### config.mk
export PLATFORM = sky130hd
export DESIGN_NAME = fetch_unit_flat
export DESIGN_NICKNAME = d
export VERILOG_FILES = /design/src/rtl/fetch_pkg.sv /design/src/rtl/fetch_unit_if.sv /design/src/rtl/fetch_fifo.sv /design/src/rtl/fetch_unit.sv /design/src/flat_wrapper.sv
export SDC_FILE = /design/constraint.sdc
export NUM_CORES = 1
export LEC_CHECK = 0
export ABC_CLOCK_PERIOD_IN_PS = 9600
export CAP_MARGIN = 20
export CORE_MARGIN = 4
export CORE_UTILIZATION = 56
export DETAILED_ROUTE_END_ITERATION = 16
export HOLD_SLACK_MARGIN = 0.02
export PLACE_DENSITY = 0.88
export SYNTH_ARGS = -nofsm -noshare
export SYNTH_HDL_FRONTEND = slang
export SYNTH_SLANG_ARGS = --single-unit
export TNS_END_PERCENT = 1
### constraint.sdc
create_clock -name clk -period 9.6 [get_ports clk]
set_input_delay 1.44 -clock clk [delete_from_list [all_inputs] [get_ports clk]]
set_output_delay 1.44 -clock clk [all_outputs]
set_load 0.005 [all_outputs]
### src/rtl/fetch_pkg.sv
// Shared types and constants for the instruction fetch unit.
package fetch_pkg;

    localparam logic [31:0] RESET_PC_DEFAULT = 32'h0000_0000;
    localparam int unsigned INSTR_BYTES      = 4;

    typedef struct packed {
        logic [31:0] instr;
        logic [31:0] pc;
    } fetch_entry_t;

    function automatic logic [31:0] align_word(input logic [31:0] addr);
        return addr & ~(INSTR_BYTES - 32'd1);
    endfunction

endpackage

### src/rtl/fetch_unit_if.sv
// Memory read port, redirect request and instruction handshake between fetch unit and core.
interface fetch_unit_if;

    logic [31:0] mem_addr;
    logic        mem_rstrb;
    logic [31:0] mem_rdata;
    logic        redirect_valid;
    logic [31:0] redirect_pc;
    logic        instr_valid;
    logic        instr_ready;
    logic [31:0] instr;
    logic [31:0] instr_pc;

    modport master (
        output mem_addr,
        output mem_rstrb,
        input  mem_rdata,
        input  redirect_valid,
        input  redirect_pc,
        output instr_valid,
        input  instr_ready,
        output instr,
        output instr_pc
    );

    modport slave (
        input  mem_addr,
        input  mem_rstrb,
        output mem_rdata,
        output redirect_valid,
        output redirect_pc,
        input  instr_valid,
        output instr_ready,
        input  instr,
        input  instr_pc
    );

endinterface

### src/rtl/fetch_fifo.sv
// Instruction buffer: power-of-two ring of {instr, pc} entries with push, pop and flush.
module fetch_fifo
    import fetch_pkg::*;
#(
    parameter int unsigned Depth = 2
) (
    input  logic                     clk,
    input  logic                     resetn,
    input  logic                     push_i,
    input  fetch_entry_t             data_i,
    input  logic                     pop_i,
    input  logic                     flush_i,
    output fetch_entry_t             head_o,
    output logic [$clog2(Depth):0]   count_o,
    output logic                     empty_o
);

    localparam int unsigned PtrW = $clog2(Depth);
    localparam int unsigned CntW = PtrW + 1;

    fetch_entry_t    mem_q [Depth];
    logic [PtrW-1:0] wr_ptr_q, wr_ptr_d;
    logic [PtrW-1:0] rd_ptr_q, rd_ptr_d;
    logic [CntW-1:0] count_q, count_d;
    logic            do_push, do_pop;

    always_comb begin
        // Flush wins: a push or pop in the same cycle is dropped.
        do_push  = push_i && !flush_i;
        do_pop   = pop_i && !flush_i && (count_q != '0);
        wr_ptr_d = wr_ptr_q;
        rd_ptr_d = rd_ptr_q;
        count_d  = count_q;
        if (flush_i) begin
            wr_ptr_d = '0;
            rd_ptr_d = '0;
            count_d  = '0;
        end else begin
            if (do_push) wr_ptr_d = wr_ptr_q + PtrW'(1);
            if (do_pop)  rd_ptr_d = rd_ptr_q + PtrW'(1);
            case ({do_push, do_pop})
                2'b10:   count_d = count_q + CntW'(1);
                2'b01:   count_d = count_q - CntW'(1);
                default: count_d = count_q;
            endcase
        end
    end

    always_ff @(posedge clk or negedge resetn) begin
        if (!resetn) begin
            wr_ptr_q <= '0;
            rd_ptr_q <= '0;
            count_q  <= '0;
        end else begin
            wr_ptr_q <= wr_ptr_d;
            rd_ptr_q <= rd_ptr_d;
            count_q  <= count_d;
        end
    end

    always_ff @(posedge clk or negedge resetn) begin
        if (!resetn) begin
            for (int i = 0; i < int'(Depth); i++) mem_q[i] <= '0;
        end else if (do_push) begin
            mem_q[wr_ptr_q] <= data_i;
        end
    end

    assign head_o  = mem_q[rd_ptr_q];
    assign count_o = count_q;
    assign empty_o = (count_q == '0);

endmodule

### src/rtl/fetch_unit.sv
// Sequential instruction prefetcher: credit-based read issue, one-cycle memory latency,
// buffered delivery to the core, and redirect that flushes everything in flight.
module fetch_unit
    import fetch_pkg::*;
#(
    parameter logic [31:0] RESET_PC   = RESET_PC_DEFAULT,
    parameter int unsigned FIFO_DEPTH = 2
) (
    input logic          clk,
    input logic          resetn,
    fetch_unit_if.master bus
);

    localparam int unsigned CntW  = $clog2(FIFO_DEPTH) + 1;
    localparam int unsigned UsedW = CntW + 1;
    localparam logic [UsedW-1:0] DepthU = UsedW'(FIFO_DEPTH);

    logic [31:0]      fetch_pc_q, fetch_pc_d;
    logic [31:0]      issue_pc_q;
    logic             inflight_q;
    logic             issue;
    logic [UsedW-1:0] used;

    logic             fifo_push, fifo_pop, fifo_empty;
    logic [CntW-1:0]  fifo_count;
    fetch_entry_t     fifo_head, push_entry;

    assign fifo_pop   = !fifo_empty && bus.instr_ready;
    // A response returning in a redirect cycle belongs to the abandoned stream.
    assign fifo_push  = inflight_q && !bus.redirect_valid;
    assign push_entry = '{instr: bus.mem_rdata, pc: issue_pc_q};

    // Credit: buffered + in-flight - leaving this cycle must stay below capacity.
    always_comb begin
        used  = {1'b0, fifo_count} + {{CntW{1'b0}}, inflight_q} - {{CntW{1'b0}}, fifo_pop};
        issue = resetn && !bus.redirect_valid && (used < DepthU);
    end

    always_comb begin
        fetch_pc_d = fetch_pc_q;
        if (bus.redirect_valid) begin
            fetch_pc_d = align_word(bus.redirect_pc);
        end else if (issue) begin
            fetch_pc_d = fetch_pc_q + INSTR_BYTES;
        end
    end

    always_ff @(posedge clk or negedge resetn) begin
        if (!resetn) begin
            fetch_pc_q <= RESET_PC;
            inflight_q <= 1'b0;
            issue_pc_q <= '0;
        end else begin
            fetch_pc_q <= fetch_pc_d;
            inflight_q <= issue;
            issue_pc_q <= bus.mem_addr;
        end
    end

    fetch_fifo #(
        .Depth (FIFO_DEPTH)
    ) u_fifo (
        .clk     (clk),
        .resetn  (resetn),
        .push_i  (fifo_push),
        .data_i  (push_entry),
        .pop_i   (fifo_pop),
        .flush_i (bus.redirect_valid),
        .head_o  (fifo_head),
        .count_o (fifo_count),
        .empty_o (fifo_empty)
    );

    assign bus.mem_addr    = align_word(fetch_pc_q);
    assign bus.mem_rstrb   = issue;
    assign bus.instr_valid = !fifo_empty;
    assign bus.instr       = fifo_empty ? '0 : fifo_head.instr;
    assign bus.instr_pc    = fifo_empty ? '0 : fifo_head.pc;

endmodule
### src/flat_wrapper.sv
// flat-port wrapper written by rule: the top's interface ports become plain ports
module fetch_unit_flat import fetch_pkg::*;
#(
    parameter logic [31:0] RESET_PC   = RESET_PC_DEFAULT,
    parameter int unsigned FIFO_DEPTH = 2
)
  (clk, resetn, bus_mem_addr, bus_mem_rstrb, bus_mem_rdata, bus_redirect_valid, bus_redirect_pc, bus_instr_valid, bus_instr_ready, bus_instr, bus_instr_pc);
  fetch_unit_if bus_i ();
  input logic clk;
  input logic resetn;
  output wire logic [$bits(bus_i.mem_addr)-1:0] bus_mem_addr;
  output wire logic [$bits(bus_i.mem_rstrb)-1:0] bus_mem_rstrb;
  input wire logic [$bits(bus_i.mem_rdata)-1:0] bus_mem_rdata;
  input wire logic [$bits(bus_i.redirect_valid)-1:0] bus_redirect_valid;
  input wire logic [$bits(bus_i.redirect_pc)-1:0] bus_redirect_pc;
  output wire logic [$bits(bus_i.instr_valid)-1:0] bus_instr_valid;
  input wire logic [$bits(bus_i.instr_ready)-1:0] bus_instr_ready;
  output wire logic [$bits(bus_i.instr)-1:0] bus_instr;
  output wire logic [$bits(bus_i.instr_pc)-1:0] bus_instr_pc;
  assign bus_mem_addr = bus_i.mem_addr;
  assign bus_mem_rstrb = bus_i.mem_rstrb;
  assign bus_i.mem_rdata = bus_mem_rdata;
  assign bus_i.redirect_valid = bus_redirect_valid;
  assign bus_i.redirect_pc = bus_redirect_pc;
  assign bus_instr_valid = bus_i.instr_valid;
  assign bus_i.instr_ready = bus_instr_ready;
  assign bus_instr = bus_i.instr;
  assign bus_instr_pc = bus_i.instr_pc;
  fetch_unit #(.RESET_PC(RESET_PC), .FIFO_DEPTH(FIFO_DEPTH)) u_core (.clk(clk), .resetn(resetn), .bus(bus_i));
endmodule
; Yosys cells after proc, flatten, opt, wreduce, memory -nomap -nowiden
; Index checks and enable logic that the tools add are counted.
[totals]
regBits = 195
latchBits = 0
ram_bits = 0
romBits = 0
input_bits = 68
out_inout_bits = 98
wordCells = 57
memories = 0
[classes]
n_addsub = 7
mul = 0
div_mod_pow = 0
magnitude_cmp = 4
n_eq_ne = 2
shifts = 0
mux = 16
bitwise_logic = 2
reduce_logical = 16
[op_table]
columns = cell, n
row1 = $mux W64, 4
row2 = $bwmux W128, 1
row3 = $mux W32, 4
row4 = $demux W64 S1, 1
row5 = $add A32 B3 Y32 const B, 1
row6 = $logic_and A1 B1 Y1, 8
row7 = $reduce_bool A2 Y1, 4
row8 = $ge A2 B2 Y1 const B, 2
row9 = $mux W1, 4
row10 = $not A1 Y2, 2
row11 = $pmux W2 S2, 1
row12 = $add A2 B1 Y3, 1
row13 = $lt A3 B2 Y1 const B, 1
row14 = $reduce_bool A3 Y1, 1
row15 = $sub A3 B1 Y3, 1
row16 = $add A1 B1 Y1 const B, 2
row17 = $add A2 B1 Y2 const B, 1
row18 = $eq A2 B1 Y1 const B, 1
row19 = $eq A2 B2 Y1 const B, 1
row20 = $logic_not A1 Y1, 2
row21 = $logic_not A2 Y1, 1
row22 = $lt A2 B1 Y1 const B, 1
row23 = $mux W2, 1
row24 = $sub A2 B1 Y2 const B, 1

; Longest topological paths before layout
; Gate-level depths: netlist of the first run.
[depth]
ltp_word = 8
mapped_depth = 14
mapped_depth_nobuf = 12

; Cells and area by module
; A second synthesis of the first run with hierarchy kept.
[unflattened]
cells_unflattened = 702
hier_area_um2 = 9540.4
[by_module_without_submodules]
columns = mod, instances, cells_per_inst, area_each_um2, seq_area_each_um2
row1 = fetch_fifo, 1, 363, 6353.6, 3303.2
row2 = fetch_unit, 1, 339, 3186.8, 1526.5

; Worst setup path before layout of the first run
; Ideal clock, no wire load.
[synth_timing]
kind = input to output
startpoint = input bus_instr_ready
endpoint = output bus_mem_rstrb
arrival_ps = 3367
required_time_ps = 8160
slack_ps = 4793
cell_stages = 9
n_path_buf = 2
cell_sequence = and2_1 clkbuf_1 ha_1 nand2b_1 fa_1 xor2_1 or3_4 inv_2 buf_2
[synth_between]
elab_chain_cells = 4
[synth_rtl]
columns = element, line_no
row1 = from (decl), flat_wrapper.sv:17  ; input wire logic [$bits(bus_i.instr_ready)-1:0] bus_instr_ready;
row2 = $logic_and A1 B1 Y1, fetch_unit.sv:28  ; assign fifo_pop = !fifo_empty && bus.instr_ready;
row3 = $sub A3 B1 Y3, fetch_unit.sv:35  ; used = {1'b0, fifo_count} + {{CntW{1'b0}}, inflight_q} - {{CntW{1'b0}}, fifo_pop};
row4 = $lt A3 B2 Y1, fetch_unit.sv:36  ; issue = resetn && !bus.redirect_valid && (used < DepthU);
row5 = $logic_and A1 B1 Y1, fetch_unit.sv:36
row6 = to (decl), flat_wrapper.sv:12  ; output wire logic [$bits(bus_i.mem_rstrb)-1:0] bus_mem_rstrb;
; No other way between the ends.

; Final worst setup path of the first run
; Same ends and word-level chain as after synthesis.

==> results of run 1 <==
Yosys cell counts, types with 3 or more instances:
| library cell | instances |
|---|---|
| a221o_1 | 5 |
| a22oi_1 | 4 |
| a31oi_1 | 4 |
| and2_1 | 6 |
| and3_1 | 8 |
| and4_1 | 3 |
| buf_1 | 7 |
| buf_2 | 11 |
| buf_4 | 4 |
| clkbuf_1 | 19 |
| dfrtp_1 | 189 |
| inv_1 | 3 |
| mux2_2 | 124 |
| mux2i_1 | 65 |
| nand2_1 | 30 |
| nand3_1 | 26 |
| nand4_1 | 7 |
| nor2_1 | 77 |
| o211ai_1 | 9 |
| o21ai_0 | 12 |
| o311ai_0 | 13 |
| or3_1 | 4 |
| xnor2_1 | 4 |
| xor2_1 | 3 |
per-stage QoR:
stage | utilization (%) | power, mW | area, sq um | std cells
floorplan | - | 1.72 | 8330 | 664
global placement | 68.9 | 2.05 | 10000 | 969
detailed placement | 68.9 | 2.11 | 10000 | 969
CTS | 73.0 | 2.82 | 10600 | 999
global route | 73.0 | 2.95 | 10600 | 999
finish | 73.0 | 2.80 | 10600 | 999
placed cells by master, fill, tap and decap left out, types with 9 or more instances in the layout:
cell type,count
nor2_1,76
nand3_1,25
clkdlybuf4s50_1,158
o211ai_1,9
o311ai_0,13
dfrtp_1,188
clkbuf_16,17
mux2_2,124
o21ai_0,12
nand2_1,30
mux2i_1,65
sequential cells by signal (all words and copies together) (netlist names):
name,cells
u_core.fetch_pc_q,30
u_core.u_fifo.wr_ptr_q,1
u_core.u_fifo.rd_ptr_q,1
u_core.u_fifo.mem_q,124
u_core.issue_pc_q,30
u_core.inflight_q,1
u_core.u_fifo.count_o,2
kinds of logic (layout without fill, tap and decap cells):
| group | after synthesis | in the layout |
|---|---|---|
| adder cells (fa/ha/maj) | 3 | 3 |
| other | 1 | 4 |
| buffers and inverters | 47 | 198 |
| flip-flops | 189 | 189 |
| XOR/XNOR | 7 | 7 |
| AND/OR/NAND/NOR | 173 | 173 |
| AO/OA/AOI/OAI | 52 | 52 |
| multiplexers | 189 | 189 |
cell type report:
class / count / area, sq um / share of cell area (%)
clock buffer: 19 / 443 / 4.18
tap: 184 / 230 / 2.17
clock inverter: 11 / 144 / 1.36
inverter: 5 / 18.8 / 0.177
timing repair buffer: 163 / 1630 / 15.3
multi-input combinational: 428 / 3410 / 32.2
sequential: 189 / 4730 / 44.6
report_power, final:
group / switching [mW] / leakage, nW / internal (mW)
clock: 0.286 / 0.289 / 0.413
combinational: 0.313 / 1.82 / 0.499
sequential: 0.208 / 2.34 / 1.08
final timing paths:
| path | cells after the start | to | slack, ns | startpoint |
|---|---|---|---|---|
| hold / removal | 0 | u_core.issue_pc_q[16]$_DFF_PN0_ | 0.47 | u_core.fetch_pc_q[16]$_DFFE_PN0P_ |
| setup / recovery | 9 | bus_mem_rstrb | 3.42 | bus_instr_ready |
| max in group asynchronous | 2 | u_core.fetch_pc_q[17]$_DFFE_PN0P_ | 7.07 | resetn |
| min in group asynchronous | 1 | u_core.u_fifo.mem_q[63]$_DFFE_PN0P_ | 1.11 | resetn |
| setup reg to reg | 12 | u_core.fetch_pc_q[12]$_DFFE_PN0P_ | 5.64 | u_core.u_fifo.count_o[1]$_DFFE_PN0P_ |
| hold reg to reg | 0 | u_core.issue_pc_q[16]$_DFF_PN0_ | 0.47 | u_core.fetch_pc_q[16]$_DFFE_PN0P_ |
metal layers:
layer | share of wire (%) | track usage, % | wire [um]
met2 | 50 | 39.2 | 9550
met5 | 0 | 0 | 0
met4 | 1.3 | 7.95 | 251
met3 | 6.9 | 5.24 | 1310
met1 | 42 | 29.8 | 8000
critical path: cells and delay by family:
family        cells  cell delay [ns]
buf+inv           3             1.42
fa+ha+maj         2             0.75
simple gates      4             1.13
==> metrics.cfg, run 1 <==
[detailed_routing]
wire_per_inst_um=19.1
route.vias.total=5819
viasPerCell=5.82
wirelength_mm=19.1
dr.first_iter.drc_count=400
ant_nets=0
drc=0
drt_first_pass_iters=5

[placed_design]
place.gp.congestion=0.881
place_hpwl_mm=12.5
place_ws_ns=3.48
portBuffers=159

[clocking]
cts_buffers=17
cts.sinks=189
path_clk_slew_ns=0.06
ctsResizeCount=0
cts_tree=built
clkLatencyLatePin_ns=0.42
root_buffer=clkbuf_16
post_cts_buffers=0
hold_buffers=0
clock_path_buffers=2
cts_max_level=4

[min_path]
hold_path.class=flop to flop

[cells_and_area]
drive_above_1_share_pct=20.6
n_fill_cell=919
layout.nets=875
area_growth_pct=27.5
antenna_cells=0

[global_routing]
antenna_found_initial=0
grt_pass1_vias=6219
grt_max_degree=120
grt_pass1_wl_mm=30.6
grt_overflow=0
grt_util_all_layers_pct=23.2

[critical_path]
arrival_ns=4.74
cp-end-kind=primary output
cpPeakStageDelay_ns=0.58
crit_top_cell=clkdlybuf4s50_1
path_max_fanout=29
critPathSlowestCell=or3_4
path_cells=clkdlybuf4s50_1 -> and2_1 -> ha_1 -> nand2b_1 -> fa_1 -> nand2_1 -> or3_4 -> inv_2 -> clkdlybuf4s50_1
startpoint_type=primary input
worst-endpoint-required_ns=8.16
path_class=primary input to primary output

[sta]
tightest_slew_ns=1.15
rsz0062_at_grt=no
setup_viol=0
hold_ws_ns=0.471
skew_ns=0.00862
slew_headroom_pct=23.3
hold_viol_final=0
slew_violations=0
min_period_ns=6.18
worst_slack_ns=3.42
max_freq_mhz=162
fin_crit_sh_pct=64.4
setup_tns_ns=0

[synthesis]
synth_top_family_by_area=multiplexers
syn_inst=661
synthMuxAreaShare_pct=24.6
netlist.area_leader.share_pct=56.9
synthXorXnorAreaFrac_pct=0.737
ys_types=44
syn_area_per_cell_sq_um=12.6
synth_warnings=0
synth_seq_area_share_pct=56.9
ys_seq_elements=189
synthFlopType=dfrtp_1
synthSimpleGateAreaFrac_pct=10.0
synth_adder_area_share_pct=0.542
synth_compound_area_share_pct=4.62
syn_area_sq_um=8320
synth_top_cell_by_area=dfrtp_1
synth-edff-count=0
async_reset_ff_share_pct=100
synth_area_leaders=dfrtp_1 57%, mux2_2 17%, mux2i_1 7.8%

[outcome]
status=completed

[power]
cellLeakagePower_nw=4.45
p_per_area_nw_per_um2=264
peakVddDrop_v=0.000187

[floorplanning]
io_pins=166
initial_core_util_pct=57.2
die_h_um=130
die-area_sq_um=16900
num_rows=44
core-area_sq_um=14500
die_w_um=130

[flow_run]
maxCapViolCount=0

No activity file was read; power rests on OpenSTA's default activity.
==> inputs of run 2 (changes only) <==
- ABC_CLOCK_PERIOD_IN_PS: 9600 -> 5900
- CORE_UTILIZATION: 56 -> 52
- PLACE_DENSITY: 0.88 -> 0.82
- clock period: 9.6 -> 5.9 ns (I/O delays scaled with it)
==> run 2 against run 1 <==
Effect of this change:
- sequential share of layout area shrank 0.61 points
- final cell count grew 3.1%
- first-iteration DRC count shrank 13%
- hold slack lost 0.10 ns
- critical path type unchanged
- sequential power grew 60%
- via count shrank 0.57%
- largest power group unchanged
- die area grew 7.2%
==> metrics.cfg, run 2 (same netlist as run 1, synthesis figures left out) <==
[floorplanning]
core-area_sq_um=15400  ; +6.1%
io_pins=166  ; unchanged
die_h_um=134  ; +3.5%
num_rows=45  ; +2.3%
die_w_um=134  ; +3.5%
initial_core_util_pct=53.9  ; -3.3 points
die-area_sq_um=18100  ; +7.2%

[clocking]
post_cts_buffers=0  ; unchanged
cts_buffers=17  ; unchanged
root_buffer=clkbuf_16
clkLatencyLatePin_ns=0.42  ; about the same
ctsResizeCount=0  ; unchanged
hold_buffers=0  ; unchanged
cts_max_level=4  ; unchanged
clock_path_buffers=2  ; unchanged
path_clk_slew_ns=0.06  ; about the same
cts_tree=built
cts.sinks=189  ; unchanged

[sta]
hold_viol_final=0  ; unchanged
slew_headroom_pct=33.0  ; +9.6 points
slew_violations=0  ; unchanged
skew_ns=0.00595  ; -0.00267 ns
min_period_ns=5.08
fin_crit_sh_pct=86.1
rsz0062_at_grt=no
setup_tns_ns=0  ; unchanged
max_freq_mhz=197
setup_viol=0  ; unchanged
worst_slack_ns=0.823  ; -2.60 ns
tightest_slew_ns=1.01  ; -0.144 ns

[power]
p_int_mw=3.33  ; +67%
switchingPower_mw=1.33  ; +65%
pwr-share-seq_pct=44.3  ; -1.7 points
peakVddDrop_v=0.000245  ; +31%
p_per_area_nw_per_um2=433  ; +64%
switching_share_pct=28.5  ; -0.36 points
power_frac_clock_pct=26.4  ; +1.4 points
p_comb_share_pct=29.3  ; +0.3 points
cellLeakagePower_nw=4.49  ; +0.95%

[global_routing]
antenna_found_initial=0  ; unchanged
grt_pass1_wl_mm=31.6  ; +3.1%
grt_util_all_layers_pct=21.9  ; -1.2 points
grt_pass1_vias=6147  ; -1.2%
grt_max_degree=86  ; -28%
grt_overflow=0  ; unchanged

[placed_design]
place_ws_ns=0.911  ; -2.57 ns
place_hpwl_mm=12.7  ; +1.2%
portBuffers=159  ; unchanged
place.gp.congestion=0.867  ; -1.6%

[detailed_routing]
ant_nets=0  ; unchanged
dr.first_iter.drc_count=347  ; -13%
drc=0  ; unchanged
wirelength_mm=19.5  ; +2.1%
top_layer=met4
drt_first_pass_iters=5  ; unchanged
route.layer.met1.wl_mm=8.46  ; +5.8%
wl_met3_mm=1.31  ; -0.53%
route.vias.total=5786  ; -0.57%
wire_per_inst_um=18.9  ; -0.98%
wl_met2_mm=9.44  ; -1.2%
viasPerCell=5.62  ; -3.6%

[cells_and_area]
mostFrequentLayoutCells=188 x dfrtp_1, 158 x clkdlybuf4s50_1, 124 x mux2_2, 76 x nor2_1, 65 x mux2i_1
area_growth_pct=29.3
n_fill_cell=1092  ; +19%
largest_reg_flops=124  ; unchanged
final_common_cell=dfrtp_1
drive_above_1_share_pct=20.9  ; +0.27 points
regMostFlops=u_core.u_fifo.mem_q
antenna_cells=0  ; unchanged
largest_registers=u_core.u_fifo.mem_q (124), u_core.fetch_pc_q (30), u_core.issue_pc_q (30)
layout.nets=878  ; +0.34%

[critical_path]
cpPeakStageDelay_ns=0.58  ; about the same
cp.depth=9  ; unchanged
r2r_cells=12  ; unchanged
arrival_ns=4.19  ; -0.55 ns
path_max_fanout=29  ; unchanged
r2r_slack_ns=1.91  ; -3.73 ns
path_class=primary input to primary output
startpoint_type=primary input
path_cells=clkdlybuf4s50_1 -> and2_1 -> ha_1 -> nand2b_1 -> fa_1 -> nand2_1 -> or3_4 -> inv_2 -> clkdlybuf4s50_1
worstReg2RegStart=u_core.u_fifo.count_o[1]$_DFFE_PN0P_
worst-endpoint-required_ns=5.02  ; -3.14 ns
crit_family=buffers and inverters
critPathSlowestCell=clkdlybuf4s50_1
crit_top_cell=clkdlybuf4s50_1
cp-end-kind=primary output
cp_num_buf_inv=3  ; unchanged
rr_endpoint=u_core.fetch_pc_q[15]$_DFFE_PN0P_

[flow_run]
maxCapViolCount=0  ; unchanged

[outcome]
status=completed

[min_path]
hold_path.class=primary input to asynchronous set/reset pin

## run 2: changes by cell type in the layout (fill, tap and decap cells not counted), sizes merged
cell	before	now
clkinv	7	4
inv	5	4
clkbuf	20	21
clkinvlp	1	3
buf	4	7
bufinv	3	5
## run 2: how the worst max path moves through the flow
stage                                                    start             to
after floorplan           u_core.u_fifo.count_o[1]$_DFFE_PN0P_  bus_mem_rstrb
after global placement                         bus_instr_ready  bus_mem_rstrb
after detailed placement                       bus_instr_ready  bus_mem_rstrb
after CTS                                      bus_instr_ready  bus_mem_rstrb
after global routing                           bus_instr_ready  bus_mem_rstrb
final                                          bus_instr_ready  bus_mem_rstrb
## run 2: stage by stage
| step | power, mW | util [%] | area (sq um) | instances | hold slack [ns] |
|---|---|---|---|---|---|
| final | 4.66 | 69.7 | 10800 | 1030 | 0.366 |
| after global routing | 4.92 | 69.7 | 10800 | 1030 | 0.375 |
| after CTS | 4.69 | 69.3 | 10700 | 1028 | 0.356 |
| after detailed placement | 3.45 | 65.2 | 10100 | 997 | 0.440 |
| after global placement | 3.34 | 65.2 | 10100 | 997 | 0.439 |
| after floorplan | 2.80 | - | 8330 | 664 | 0.427 |
## run 2: worst register-to-register path, stage by stage, from the launching register on
cell	delay, ns
dfrtp_1	0.48
nor2_4	0.15
inv_1	0.06
and2_1	0.21
ha_1	0.29
nand2b_1	0.16
fa_1	0.39
xor2_1	0.48
or3_4	0.42
inv_2	0.25
nor2_1	0.65
o21ai_0	0.26
nand3_1	0.13
## run 2: final cells by class
class | count | area (sq um) | share of cell area, %
Multi-Input combinational cell | 428 | 3410 | 31.7
Clock buffer | 20 | 447 | 4.15
Timing Repair Buffer | 166 | 1690 | 15.7
Tap cell | 211 | 264 | 2.46
Clock inverter | 11 | 191 | 1.78
Sequential cell | 189 | 4730 | 44.0
Inverter | 5 | 18.8 | 0.175
## run 2: power groups by stage
stage          logic [mW]  clock network, mW  registers, mW
2_1_floorplan       0.843                  0           1.96
3_3_place_gp         1.28                  0           2.06
3_5_place_dp         1.34                  0           2.11
4_1_cts              1.35               1.25           2.09
5_1_grt              1.50               1.31           2.12
6_report             1.37               1.23           2.06
## run 2: metal layers
layer  vias to the layer above  track usage, %
li1                       2641               -
met1                      2890            29.6
met2                       229            36.0
met3                        26            5.14
met4                         0            6.17
met5                         -               0
